### src/rtl/uart_pkg.sv
// Shared UART definitions for the transmit and receive sides.
package uart_pkg;

  typedef enum logic [2:0] {
    IDLE,
    START,
    DATA,
    PARITY,
    STOP
  } uart_tx_state_t;

  localparam int PARITY_NONE = 0;
  localparam int PARITY_EVEN = 1;
  localparam int PARITY_ODD  = 2;

  // Bits per frame: start + data + optional parity + stop.
  function automatic int uart_frame_bits(int word_width, int parity_mode, int stop_bits);
    return 1 + word_width + ((parity_mode != PARITY_NONE) ? 1 : 0) + stop_bits;
  endfunction

endpackage

### src/rtl/uart_tx_fsm_if.sv
// Write/locked handshake and serial line of the UART transmitter.
interface uart_tx_fsm_if #(
  parameter int word_width = 8
);
  logic                  write;
  logic [word_width-1:0] T_W;
  logic                  T_locked;
  logic                  T_done;
  logic                  TX;

  modport master (output write, T_W, input T_locked, T_done, TX);
  modport slave  (input write, T_W, output T_locked, T_done, TX);
endinterface

### src/rtl/uart_baud_tick.sv
// Bit-period down-counter: reloads on restart, tick while the count is zero.
module uart_baud_tick #(
  parameter int clk_reduction = 16
) (
  input  logic clk,
  input  logic rst,
  input  logic restart,
  output logic tick
);
  localparam int CW = $clog2(clk_reduction);
  localparam logic [CW-1:0] RELOAD = CW'(clk_reduction - 1);

  logic [CW-1:0] cnt;

  // Holds at zero when nothing restarts it, so an idle transmitter stays quiet.
  always_ff @(posedge clk) begin
    if (rst)              cnt <= '0;
    else if (restart)     cnt <= RELOAD;
    else if (cnt != '0)   cnt <= cnt - CW'(1);
  end

  assign tick = (cnt == '0);
endmodule

### src/rtl/uart_tx_fsm.sv
// Frame-accurate UART transmitter: start, LSB-first data, optional parity, 1-2 stop bits.
module uart_tx_fsm
  import uart_pkg::*;
#(
  parameter int clk_reduction = 16,
  parameter int word_width    = 8,
  parameter int parity_mode   = 0,
  parameter int stop_bits     = 1
) (
  input  logic              clk,
  input  logic              rst,
  uart_tx_fsm_if.slave      bus
);
  if (clk_reduction < 2) begin : g_bad_cr
    $error("uart_tx_fsm: clk_reduction must be >= 2");
  end
  if (word_width < 1) begin : g_bad_ww
    $error("uart_tx_fsm: word_width must be >= 1");
  end
  if (parity_mode < PARITY_NONE || parity_mode > PARITY_ODD) begin : g_bad_pm
    $error("uart_tx_fsm: parity_mode must be 0, 1 or 2");
  end
  if (stop_bits != 1 && stop_bits != 2) begin : g_bad_sb
    $error("uart_tx_fsm: stop_bits must be 1 or 2");
  end

  localparam int IW = (word_width > 1) ? $clog2(word_width) : 1;
  localparam logic [IW-1:0] DATA_LAST = IW'(word_width - 1);
  localparam logic [IW-1:0] STOP_LAST = IW'(stop_bits - 1);

  uart_tx_state_t        state_q, state_d;
  logic [word_width-1:0] shift_q, shift_d;
  logic [IW-1:0]         idx_q, idx_d;
  logic                  par_q, par_d;
  logic                  tx_q, tx_d;
  logic                  lock_q, lock_d;
  logic                  done_q, done_d;
  logic                  restart, tick;

  uart_baud_tick #(.clk_reduction(clk_reduction)) u_baud (
    .clk     (clk),
    .rst     (rst),
    .restart (restart),
    .tick    (tick)
  );

  always_ff @(posedge clk) begin
    if (rst) begin
      state_q <= IDLE;
      shift_q <= '0;
      idx_q   <= '0;
      par_q   <= 1'b0;
      tx_q    <= 1'b1;
      lock_q  <= 1'b0;
      done_q  <= 1'b0;
    end else begin
      state_q <= state_d;
      shift_q <= shift_d;
      idx_q   <= idx_d;
      par_q   <= par_d;
      tx_q    <= tx_d;
      lock_q  <= lock_d;
      done_q  <= done_d;
    end
  end

  // tx_d is the line level for the cycle after this edge, so TX comes straight off a flop.
  always_comb begin
    state_d = state_q;
    shift_d = shift_q;
    idx_d   = idx_q;
    par_d   = par_q;
    tx_d    = tx_q;
    lock_d  = lock_q;
    done_d  = 1'b0;
    restart = 1'b0;
    case (state_q)
      IDLE: begin
        tx_d = 1'b1;
        if (bus.write) begin
          shift_d = bus.T_W;
          par_d   = (parity_mode == PARITY_ODD) ? ~^bus.T_W : ^bus.T_W;
          idx_d   = '0;
          state_d = START;
          tx_d    = 1'b0;
          lock_d  = 1'b1;
          restart = 1'b1;
        end
      end
      START: begin
        if (tick) begin
          state_d = DATA;
          tx_d    = shift_q[0];
          restart = 1'b1;
        end
      end
      DATA: begin
        if (tick) begin
          restart = 1'b1;
          if (idx_q == DATA_LAST) begin
            idx_d = '0;
            if (parity_mode != PARITY_NONE) begin
              state_d = PARITY;
              tx_d    = par_q;
            end else begin
              state_d = STOP;
              tx_d    = 1'b1;
            end
          end else begin
            shift_d = shift_q >> 1;
            idx_d   = idx_q + IW'(1);
            tx_d    = shift_d[0];
          end
        end
      end
      PARITY: begin
        if (tick) begin
          state_d = STOP;
          tx_d    = 1'b1;
          restart = 1'b1;
        end
      end
      STOP: begin
        tx_d = 1'b1;
        if (tick) begin
          if (idx_q == STOP_LAST) begin
            state_d = IDLE;
            idx_d   = '0;
            lock_d  = 1'b0;
            done_d  = 1'b1;
          end else begin
            idx_d   = idx_q + IW'(1);
            restart = 1'b1;
          end
        end
      end
      default: begin
        state_d = IDLE;
        tx_d    = 1'b1;
        lock_d  = 1'b0;
      end
    endcase
  end

  assign bus.TX       = tx_q;
  assign bus.T_locked = lock_q;
  assign bus.T_done   = done_q;

  a_lock_vs_idle: assert property (@(posedge clk) disable iff (rst)
    (state_q == IDLE) == !lock_q);
  a_idle_high: assert property (@(posedge clk) disable iff (rst)
    (state_q == IDLE) |-> tx_q);
endmodule

### src/flat_wrapper.sv
// flat-port wrapper written by rule: the top's interface ports become plain ports
module uart_tx_fsm_flat import uart_pkg::*;
#(
  parameter int clk_reduction = 16,
  parameter int word_width    = 8,
  parameter int parity_mode   = 0,
  parameter int stop_bits     = 1
)
  (clk, rst, bus_write, bus_T_W, bus_T_locked, bus_T_done, bus_TX);
  uart_tx_fsm_if #(.word_width(word_width)) bus_i ();
  input  logic clk;
  input  logic rst;
  input wire logic [$bits(bus_i.write)-1:0] bus_write;
  input wire logic [$bits(bus_i.T_W)-1:0] bus_T_W;
  output wire logic [$bits(bus_i.T_locked)-1:0] bus_T_locked;
  output wire logic [$bits(bus_i.T_done)-1:0] bus_T_done;
  output wire logic [$bits(bus_i.TX)-1:0] bus_TX;
  assign bus_i.write = bus_write;
  assign bus_i.T_W = bus_T_W;
  assign bus_T_locked = bus_i.T_locked;
  assign bus_T_done = bus_i.T_done;
  assign bus_TX = bus_i.TX;
  uart_tx_fsm #(.clk_reduction(clk_reduction), .word_width(word_width), .parity_mode(parity_mode), .stop_bits(stop_bits)) u_core (.clk(clk), .rst(rst), .bus(bus_i));
endmodule
### config.mk
export PLATFORM = sky130hd
export DESIGN_NAME = uart_tx_fsm_flat
export DESIGN_NICKNAME = d
export VERILOG_FILES = /design/src/rtl/uart_pkg.sv /design/src/rtl/uart_tx_fsm_if.sv /design/src/rtl/uart_baud_tick.sv /design/src/rtl/uart_tx_fsm.sv /design/src/flat_wrapper.sv
export SDC_FILE = /design/constraint.sdc
export NUM_CORES = 1
export LEC_CHECK = 0
export ABC_CLOCK_PERIOD_IN_PS = 1500
export BUFFER_PORTS_ARGS = -buffer_cell sky130_fd_sc_hd__buf_2
export CAP_MARGIN = 20
export CORE_MARGIN = 2
export CORE_UTILIZATION = 45
export CTS_CLUSTER_SIZE = 14
export DETAILED_ROUTE_END_ITERATION = 6
export GPL_ROUTABILITY_DRIVEN = 0
export PLACE_DENSITY = 0.77
export RECOVER_POWER = 25
export SYNTH_ARGS = -nofsm -noshare
export SYNTH_HDL_FRONTEND = slang
export SYNTH_SLANG_ARGS = --single-unit
export TNS_END_PERCENT = 20
### constraint.sdc
create_clock -name clk -period 1.5 [get_ports clk]
set_input_delay 0.15 -clock clk [delete_from_list [all_inputs] [get_ports clk]]
set_output_delay 0.15 -clock clk [all_outputs]
set_load 0.005 [all_outputs]
# == Word-level counts from Yosys, hierarchy flattened ==
# Index checks and enable logic that the tools add are counted.
# word_totals
regBits,21
input_bits,11
# op_classes
n_eq_ne,13
bitwise,3
mux,36
n_reduce_logical,14
n_addsub,2
# op_table
op,n
2-to-1 mux 3 bit,12
2-to-1 mux 8 bit,3
one-hot mux 8 bit (2 select lines),1
one-hot mux 3 bit (5 select lines),1
2-to-1 mux 1 bit,13
inequality test 2 x 1 -> 1 bit (second input constant),6
AND reduction 4 bit,3
one-hot mux 3 bit (3 select lines),1
2-to-1 mux 4 bit,2
AND reduction 7 bit,1
equality test 3 x 2 -> 1 bit (second input constant),2
equality test 3 bit (second input constant),2
zero test 3 bit,2
one-hot mux 1 bit (3 select lines),2
OR reduction 3 bit,2
zero test 4 bit,1
inequality test 2 bit (second input constant),2
one-hot mux 1 bit (4 select lines),1
nonzero test 2 bit,2
nonzero test 4 bit,1
subtractor 4 x 1 -> 4 bit (second input constant),1
adder 3 x 1 -> 3 bit (second input constant),1
equality test 3 x 1 -> 1 bit (second input constant),1
NOT 1 bit,3
other kinds (2),2

# == Depth between registers and ports, before layout ==
# Gate-level depths: netlist (run 1).
# depth
depth_word,5
mapped_depth,7

# == Hierarchy ==
# From an unflattened synthesis (run 1), not the netlist that was laid out.
# unflattened
cells_unflattened,137
area_unflattened_um2,1152.4
# modules_own_cells
mod,seq_area_each_um2,n_inst,cells_each,area_each_um2
uart_tx_fsm,340.3,1,117,955.9
uart_baud_tick,80.1,1,20,196.4

# == Least setup slack after synthesis (run 1) ==
# No wires, ideal clock.
# synth_timing
kind,reg2reg
startpoint,register u_core.u_baud.cnt[0]
endpoint,"register u_core.tx_q, in the netlist u_core.bus.TX"
n_path_buf,1
t_arrival_ps,1490
required_ps,1368
synth_period_minus_slack_ps,1622
slack_ps,-122
stages_incl_launch_ff,7
cell_sequence,dfxtp_1 > inv_1 > ha_1 > or3b_1 > buf_2 > a2111oi_0 > o21ai_1
# synth_between
elab_chain_cells,3
# synth_rtl
item,line_no,source
from (decl),uart_baud_tick.sv:13,logic [CW-1:0] cnt;
from (signal assigned),uart_baud_tick.sv:19,else if (cnt != '0) cnt <= cnt - CW'(1);
zero test 4 bit *,uart_baud_tick.sv:22,assign tick = (cnt == '0);
inequality test 2 x 1 -> 1 bit (no line),n/a,
AND reduction 3 bit (no line) *,n/a,
to (signal assigned),uart_tx_fsm.sv:61,tx_q <= tx_d;
to (decl),uart_tx_fsm.sv:35,"logic tx_q, tx_d;"
# Every way passes the cells marked *; elsewhere a longest branch is shown, timed or not.
# A chain may end at the register's enable or synchronous reset.

# == Worst setup path in the final report (run 1) ==
# layout_timing
startpoint,register u_core.u_baud.cnt[1]
endpoint,register u_core.idx_q[2]
# layout_between
elab_chain_cells,3
# layout_rtl
item,line_no,source
zero test 4 bit *,uart_baud_tick.sv:22,
inequality test 2 x 1 -> 1 bit (no line),n/a,
AND reduction 4 bit (no line) *,n/a,
to (signal assigned),uart_tx_fsm.sv:59,idx_q <= idx_d;
to (decl),uart_tx_fsm.sv:33,"logic [IW-1:0] idx_q, idx_d;"
# Marks and branches as above.

==> results list, run 1 <==
* Gate family responsible for the most delay along the worst path: simple AND/OR/NAND/NOR gates
- DP HPWL: approximately 2000 um
- Count of hold-fix buffers inserted at cts: 0
* Max-slew violation total from the final report: 0
- Maxcap violations: 0
- Adder-cell area share of the yosys netlist: under 10%
- CTS sink cnt: 21
- # Post-CTS Setup Buffers: 0
- # H-tree levels: 1
* Avg Vias per Cell: between 5 and 6
- Clock root buffer master: clkbuf_4
- Worst hold path stage count: 2
- Before CTS, the worst setup slack after placement is -0.1767 ns.
* Largest voltage drop on the vdd net: about 670 uV
- Among all flip-flop cells after synthesis, the most frequent one is dfxtp_1.
* Sequential-to-total area share from yosys stat: roughly 36%
- Endpoint type of the worst setup path: flip-flop
* Async S/R FF share, synth: 0%
- The die is ~55 um tall.
- Critical-path top delay cell: or3b_4
- Headroom to the max-slew limit came out at 74.88%.
- Synthesized-area fraction occupied by ao, oa, aoi and oai cells: approximately 28%
- Most frequent cells after synthesis: 21 x dfxtp_1, 16 x a21oi_1, 10 x nor2_1
* Hold Path Sink: u_core.shift_q[7]
- Counting every instance in the synthesized netlist gives between 100 and 150.
- CTS tree: done
- The worst setup path is launched from a flip-flop.
- Capture instance of the worst register-to-register path: u_core.idx_q[2]
* Cells along the critical path: inv_2 -> ha_4 -> or3b_4 -> o21ai_4 -> nand2_2 -> mux2i_1
* Yosys Warn Count: 0
- Across the routed clock network, the largest skew measured is 0.001245 ns.
- In this run, CTS created clock tree buffers numbering 3.
- The startpoint identified for the worst register-to-register timing path is u_core.u_baud.cnt[1].
* Pin count of the biggest net entering global routing: 21
- Ant diodes: 0
- In this run, flip-flops and latches consume between 40% and 50% of the power.
* Tot GR Track Use: between 20% and 30%
- Cell internal power was estimated by the tool at just under 1000 uW.
- Clock transition at the registers of the reported paths: 0.12 ns
- After detailed routing, the average wire length per cell comes to 14.39 um.
- Of the total synthesized cell area, the portion taken by XOR and XNOR cells is 0%.
- Violations in the final reports: negative setup slack
- Number of rows in the core area: 18
- In this run the most critical hold path is launched from bus_T_W[7].
- Avg Cell Area, Syn: 8.702 sq um
- Input and output buffers added on the ports amount to 13.
- STA puts the critical path data arrival time at about 1.8 ns.
- Relative to the synthesized area, the layout overhead comes to 27.14%.
* Net switching power: between 400 and 500 uW
* Portion of the clock cycle consumed by the worst path in the final layout: 102.4%
- The first global-routing pass estimated 4740 um of wire.
- Global routing finished with a remaining overflow of 0.
* Switching portion of total power: between 30 and 40%
- The die covers approximately 0.003 sq mm.
- After synthesis the netlist holds a flip-flop and latch count of 21.
- Yosys instantiated no cell more often than dfxtp_1.
- Number of synthesized flops with an enable pin: 0
- After Yosys synthesis, and, or, nand and nor cells account for about 18% of the synthesized area.
* Part of the power in combinational logic: 35.6%
- The count of final hold-check violations is 0.
- Largest family of logic cells by synthesized area: compound AO/OA/AOI/OAI gates
* Top cell type's share of synthesized area: 36.32%
- For the finished layout, the period the worst path requires is between 1.5 and 2 ns.
* Clk buf depth: 2
* Leakage Power: about 0.00056 uW
- Once the floorplan was initialized, standard cells occupied a little under half of the core.
- Setup violations remaining at the end of the flow were counted as 4.
- The path class of the tightest hold or removal check is in -> reg.
- The region available for standard cell placement spans between 0.002 and 0.0025 sq mm.
- Cell Pwr Density: 1010 mW/mm^2
- Power share of the clock group: a little under a fifth
- Post-route setup slack: -0.03617 ns
- The flow ran to the end, but the final reports show violations.
* Number of DRC violations after detailed-routing iteration 0: 11
* Area of the mapped netlist: between 0.001 and 0.0015 sq mm
- The number of global-route vias before repair is approximately 1,100.
- For this run, design rule violations remaining after detail routing come to 0.
- The routed layout has 1,073 vias.
- For the pin with the worst max-slew slack, the measured transition is between 0.3 and 0.4 ns.
* Final routed wirelength across all metal layers: approximately 2700 um
* Maximum frequency from static timing analysis: roughly 650 MHz
- Unrepaired setup endpoints after global routing: yes
- Fraction of layout instances using a drive strength above 1: between 30% and 40%
* Type of the worst setup path: reg -> reg
- CP max stage delay: around 0.45 ns
* Total Nets Final: ~180
- The number of nets handed over by synthesis was 148.
- Pin placement for this block handled 14 I/O pins.
- Power consumption: about 1500 uW
- The clock reaches the later pin of the worst-skew pair after approximately 0.31 ns.
- By area the synthesized netlist is led by dfxtp_1 36%, a21oi_1 6.9%, mux2i_1 6.9%.
- Setup slack of the most critical reg-to-reg path: -0.04 ns
- Portion of netlist area occupied by mux cells: a little under 7%
* Crit path max fanout: 7
- Before antenna repair, the detailed router went through 4 iterations.
* Top cell type by total area after synthesis: dfxtp_1
* Layout Utilization: 59.94%
- X dimension of the die: approximately 55 um
- Synthesis instantiated 39 different standard cells from the library.
- Critical path data required time: approximately 1.7 ns
- The number of antenna violations at the first check in global routing was 0.
- Logic depth of the worst register-to-register path: 6
- Antenna Violating Nets Remaining: 0
* Crit path buf inv count: 1
## area by class of cell
type                       count  area, sq um
clock buffer                   3        22.52
multi-input combinational     95        734.5
timing repair buffer          32        217.7
inverter                       8        30.03
sequential                    21        424.2
fill                         228        983.4
tap                           30        37.54
clock inverter                 1        5.005
## sequential cells by signal (all words and copies together), names as in the netlist
name,flops
u_core.bus.T_done,1
u_core.shift_q,8
u_core.idx_q,3
u_core.bus.T_locked,1
u_core.bus.TX,1
u_core.state_q,3
u_core.u_baud.cnt,4
## worst max path at each step
stage | startpoint | to | cells after the start
3_5_place_dp | u_core.u_baud.cnt[1] | u_core.idx_q[2] | 6
3_3_place_gp | u_core.u_baud.cnt[1] | u_core.idx_q[2] | 6
2_1_floorplan | u_core.u_baud.cnt[0] | u_core.u_baud.cnt[0] | 7
4_1_cts | u_core.u_baud.cnt[0] | u_core.idx_q[2] | 6
5_1_grt | u_core.u_baud.cnt[1] | u_core.idx_q[2] | 6
6_report | u_core.u_baud.cnt[1] | u_core.idx_q[2] | 6
## cell usage in the layout, fill, tap and decap left out, drive strengths merged, types with 3 or more instances in the layout
master,instances
buf,30
dfxtp,21
a21oi,16
o21ai,11
nor2,10
mux2i,8
inv,8
a311oi,7
nand2,5
clkbuf,5
nor3,4
nand3,4
ha,4
nand2b,3
## power by group through the flow
stage               Sequential, uW  Clock [uW]  Combinational [uW]
finish                         672         286                 529
global route                   681         315                 596
CTS                            671         295                 512
detailed placement             680           0                 483
global placement               676           0                 464
floorplan                      677           0                 316
## metrics by stage
step / area [sq um] / cells / hold WS (ns) / setup TNS (ns)
global placement: 1388 / 186 / 0.3899 / -0.4759
detailed placement: 1388 / 186 / 0.3933 / -0.9890
CTS: 1448 / 190 / 0.05346 / -0.1799
global route: 1471 / 190 / 0.05789 / -1.058
floorplan: 1186 / 133 / 0.2989 / -0.04126
finish: 1471 / 190 / 0.06299 / -0.09186
## cell families (layout without fill, tap and decap cells)
| kind of cell | Yosys count | after routing |
|---|---|---|
| AO/OA/AOI/OAI | 48 | 48 |
| multiplexers | 8 | 8 |
| buffers and inverters | 17 | 44 |
| flip-flops | 21 | 21 |
| adder cells (fa/ha/maj) | 4 | 4 |
| AND/OR/NAND/NOR | 35 | 35 |
## layer usage
metal  share of wire [%]  track usage (%)  wire length, um
met1                  45            26.16             1221
met2                  51            39.09             1387
met3                 2.5            4.098               68
met4                 2.1            11.25               57
met5                   0                0                0
## what timing repair did
action,in CTS,in global routing
endpoints found under the setup margin,16,20
endpoints found under the hold margin,0,0
gates resized for setup,10,8
pin swaps,5,8
No activity file was read; power rests on OpenSTA's default activity.
==> run 2: changes to the inputs <==
CORE_UTILIZATION = 50   (was 45)
PLACE_DENSITY = 0.83   (was 0.77)
==> run 2 against run 1 <==
The flow still finishes with violations (negative setup slack). Die area fell by 9.3%. Sequential power rose by 2%. Maximum frequency rose by 1.7%. Sequential cell count did not move. Largest power group unchanged. Highest routed layer unchanged.
==> results list, run 2 (synthesis gave the netlist of run 1 again) <==
- The number of nets with antenna violations after detailed routing was 0 (unchanged).
- WL/cell: 15.89 um (was 14.39 um)
- Count of endpoints failing hold in the final timing report: 0 (unchanged)
* Maximum frequency from static timing analysis: 662.4 MHz (was 651.0 MHz)
- The required arrival time at the worst endpoint is 1.71 ns (was 1.74 ns).
* Internal portion of total power: 1037 uW (was 987.3 uW)
- Final setup violating endpoints: 5 (was 4)
- The time the final worst path needs with I/O delays and setup is 1.510 ns (was 1.536 ns).
- Flip-flop count of the largest register after layout: 8 (unchanged)
- The level count of the clock H-tree was 1 (unchanged).
- CTS sink cnt: 21 (unchanged)
- Part of the power in combinational logic: 38.7% (was 35.6%)
* Largest register by flop count: u_core.shift_q (unchanged)
* Area taken by multi-input logic gates: 804.5 sq um (was 734.5 sq um)
* Net switching power: 535.5 uW (was 499.3 uW)
- The met1 wire length is 1301 um (was 1221 um).
* Tightest Hold Check Type: in -> reg (unchanged)
- The clock tree from TritonCTS is done (unchanged).
- The power density normalized to cell area is 992.7 mW/mm^2 (was 1010 mW/mm^2).
* Most frequent cells in the layout: 19 x buf_4, 18 x dfxtp_1, 13 x buf_2, 12 x a21oi_1, 9 x nor2_1 (was 18 x buf_4, 18 x dfxtp_1, 16 x a21oi_1, 11 x buf_2, 10 x nor2_1)
- Leading cell type in the layout, fill and taps excluded: buf_4
- Outcome: finished with violations (unchanged)
- Maxcap violations: 0 (unchanged)
- The count of port buffers added during placement came to 13 (unchanged).
- The clock latency of the later-clocked register in the worst-skew pair was 0.31 ns (about the same).
- Chip Height: 52.11 um (was 54.72 um)
* Post-route setup slack: -0.009750 ns (was -0.03617 ns)
- Top layer used by detailed routing: met4 (unchanged)
- Ant diodes: 0 (unchanged)
* Antenna violations before repair: 0 (unchanged)
* Number of global-route vias before repair: 1,144 (was 1,087)
- Detailed route wirelength on metal3: 102 um (was 68 um)
- Number of rows in the core area: 17 (was 18)
- Endpoint type of the worst setup path: flip-flop (unchanged)
* Fillcell total: 172 (was 228)
* Die area: 0.002715 sq mm (was 0.002994 sq mm)
* Capture instance of the worst register-to-register path: u_core.idx_q[0] (was u_core.idx_q[2])
- Clock transition at the registers of the reported paths: 0.12 ns (about the same)
- The maximum fanout along the worst path is 7 (unchanged).
- The starting density of the core is 52.83% (was 47.15%).
- The largest clock skew in the final design was 0.002562 ns (was 0.001245 ns).
* Detailed-route via count: 1,132 (was 1,073)
* Synth-to-Final Area Change: 36.86% (was 27.14%)
- Pin count of the biggest net entering global routing: 22 (was 21)
- The total track usage came to 26.00% (was 22.53%).
- The kind of launch point of the worst setup path was a flip-flop (unchanged).
* Boundary pin count: 14 (unchanged)
- Worst reg2reg path startpoint: u_core.u_baud.cnt[1] (unchanged)
* Setup slack at placement: -0.1131 ns (was -0.1767 ns)
- Setup slack of the most critical reg-to-reg path: -0.01 ns (was -0.04 ns)
- Worst hold path stage count: 2 (unchanged)
* Sequential share of power: 43.4% (was 45.2%)
- The worst supply voltage drop on vdd came to 700.7 uV (was 674.7 uV).
* Clk buf depth: 2 (unchanged)
* Drc violations: 0 (unchanged)
- Data arrival time of the critical path: 1.72 ns (was 1.78 ns)
- Hold Path Sink: u_core.shift_q[7] (unchanged)
* Max-slew violation total from the final report: 0 (unchanged)
- The fraction of the cycle the final worst path needs came to 100.7% (was 102.4%).
- Total Nets Final: 181 (was 176)
- Setup TNS after final layout: -0.03442 ns (was -0.09186 ns)
- The static power due to leakage is 0.0005909 uW (was 0.0005564 uW).
* Final routed wirelength across all metal layers: 3067 um (was 2735 um)
- Worst rel slew slack: 70.06% (was 74.88%)
- Clock root buffer master: clkbuf_4 (unchanged)
- Logic depth of the worst register-to-register path: 6 (unchanged)
- The first-pass detailed-route iteration total was 4 (unchanged).
- Biggest regs: u_core.shift_q: 8 flops, u_core.u_baud.cnt: 4 flops (unchanged)
- The transition time of the tightest slew-check pin is 0.4491 ns (was 0.3739 ns).
* Hold path startpoint: bus_T_W[7] (unchanged)
- FF/Latch Area: 424.2 sq um (unchanged)
* First-pass GRT wire length: 5202 um (was 4740 um)
- The violation count after the first detailed-route iteration came to 19 (was 11).
* Type of the worst setup path: reg -> reg (unchanged)
- Avg Vias per Cell: 5.865 (was 5.647)
* Core Footprint: 0.002191 sq mm (was 0.002455 sq mm)
- The placed wire-length estimate is 2024 um (was 2031 um).
- Cts bufs inserted: 3 (unchanged)
* Unrepaired setup endpoints after global routing: yes (unchanged)
- X dimension of the die: 52.11 um (was 54.72 um)
* Violations in the final reports: negative setup slack (unchanged)
* Switching portion of total power: 34.05% (was 33.58%)
* Met2 routed WL: 1586 um (was 1387 um)
- The ratio of cells with drive above 1 in the final layout came to 43.03% (was 35.00%).
- The clock power share came to 17.9% (was 19.2%).
* GR Overflow Total: 0 (unchanged)
-- run 2: stage by stage --
| step | instance area, sq um | utilization [%] | power [uW] | std cells | hold slack, ns |
|---|---|---|---|---|---|
| 2_1_floorplan | 1186 | - | 993.5 | 133 | 0.2989 |
| 3_3_place_gp | 1378 | 62.88 | 1139 | 183 | 0.3853 |
| 3_5_place_dp | 1378 | 62.88 | 1166 | 183 | 0.3930 |
| 4_1_cts | 1577 | 71.96 | 1558 | 194 | 0.06842 |
| 5_1_grt | 1584 | 72.30 | 1658 | 193 | 0.07243 |
| 6_report | 1584 | 72.30 | 1572 | 193 | 0.07213 |
-- run 2: critical path, stage by stage (launching register included) --
cell	delay, ns
dfxtp_2	0.34
inv_2	0.07
ha_4	0.14
or3b_4	0.45
o21ai_4	0.19
a211o_1	0.16
o21ai_1	0.06
-- run 2: timing repair --
item / in CTS / in global routing
gates resized for setup: 24 / 12
hold buffers: 0 / 0
endpoints found under the setup margin: 15 / 18
gates cloned: 1 / 0
buffers inserted: 6 / 1
pin swaps: 11 / 5
-- run 2: layout make-up --
| class | instances | area share [%] |
|---|---|---|
| Clock buffer | 4 | 1.659 |
| Multi-Input combinational cell | 95 | 50.79 |
| Timing Repair Buffer | 37 | 16.67 |
| Inverter | 8 | 1.896 |
| Tap cell | 28 | 2.212 |
| Sequential cell | 21 | 26.78 |
-- run 2: how the worst max path moves through the flow --
| stage | start | end | slack (ns) | cells past startpoint |
|---|---|---|---|---|
| finish | u_core.u_baud.cnt[1] | u_core.idx_q[0] | -0.01 | 6 |
| floorplan | u_core.u_baud.cnt[0] | u_core.u_baud.cnt[0] | -0.03 | 7 |
| global placement | u_core.u_baud.cnt[1] | u_core.u_baud.cnt[0] | -0.04 | 6 |
| detailed placement | u_core.u_baud.cnt[1] | u_core.idx_q[2] | -0.11 | 6 |
| CTS | u_core.u_baud.cnt[0] | u_core.shift_q[6] | -0.04 | 9 |
| global route | u_core.u_baud.cnt[1] | u_core.idx_q[0] | -0.09 | 6 |
-- run 2: routing by layer --
metal | vias up | GRT usage, %
met5 | - | 0
met4 | 0 | 12.72
met2 | 27 | 45.78
met1 | 535 | 30.78
li1 | 561 | -
met3 | 9 | 3.161
-- run 2: power by group through the flow --
stage | Combinational, uW | Clock (uW) | Sequential, uW
CTS | 598 | 283 | 677
global route | 660 | 307 | 690
detailed placement | 483 | 0 | 683
global placement | 461 | 0 | 678
floorplan | 316 | 0 | 677
finish | 609 | 281 | 683
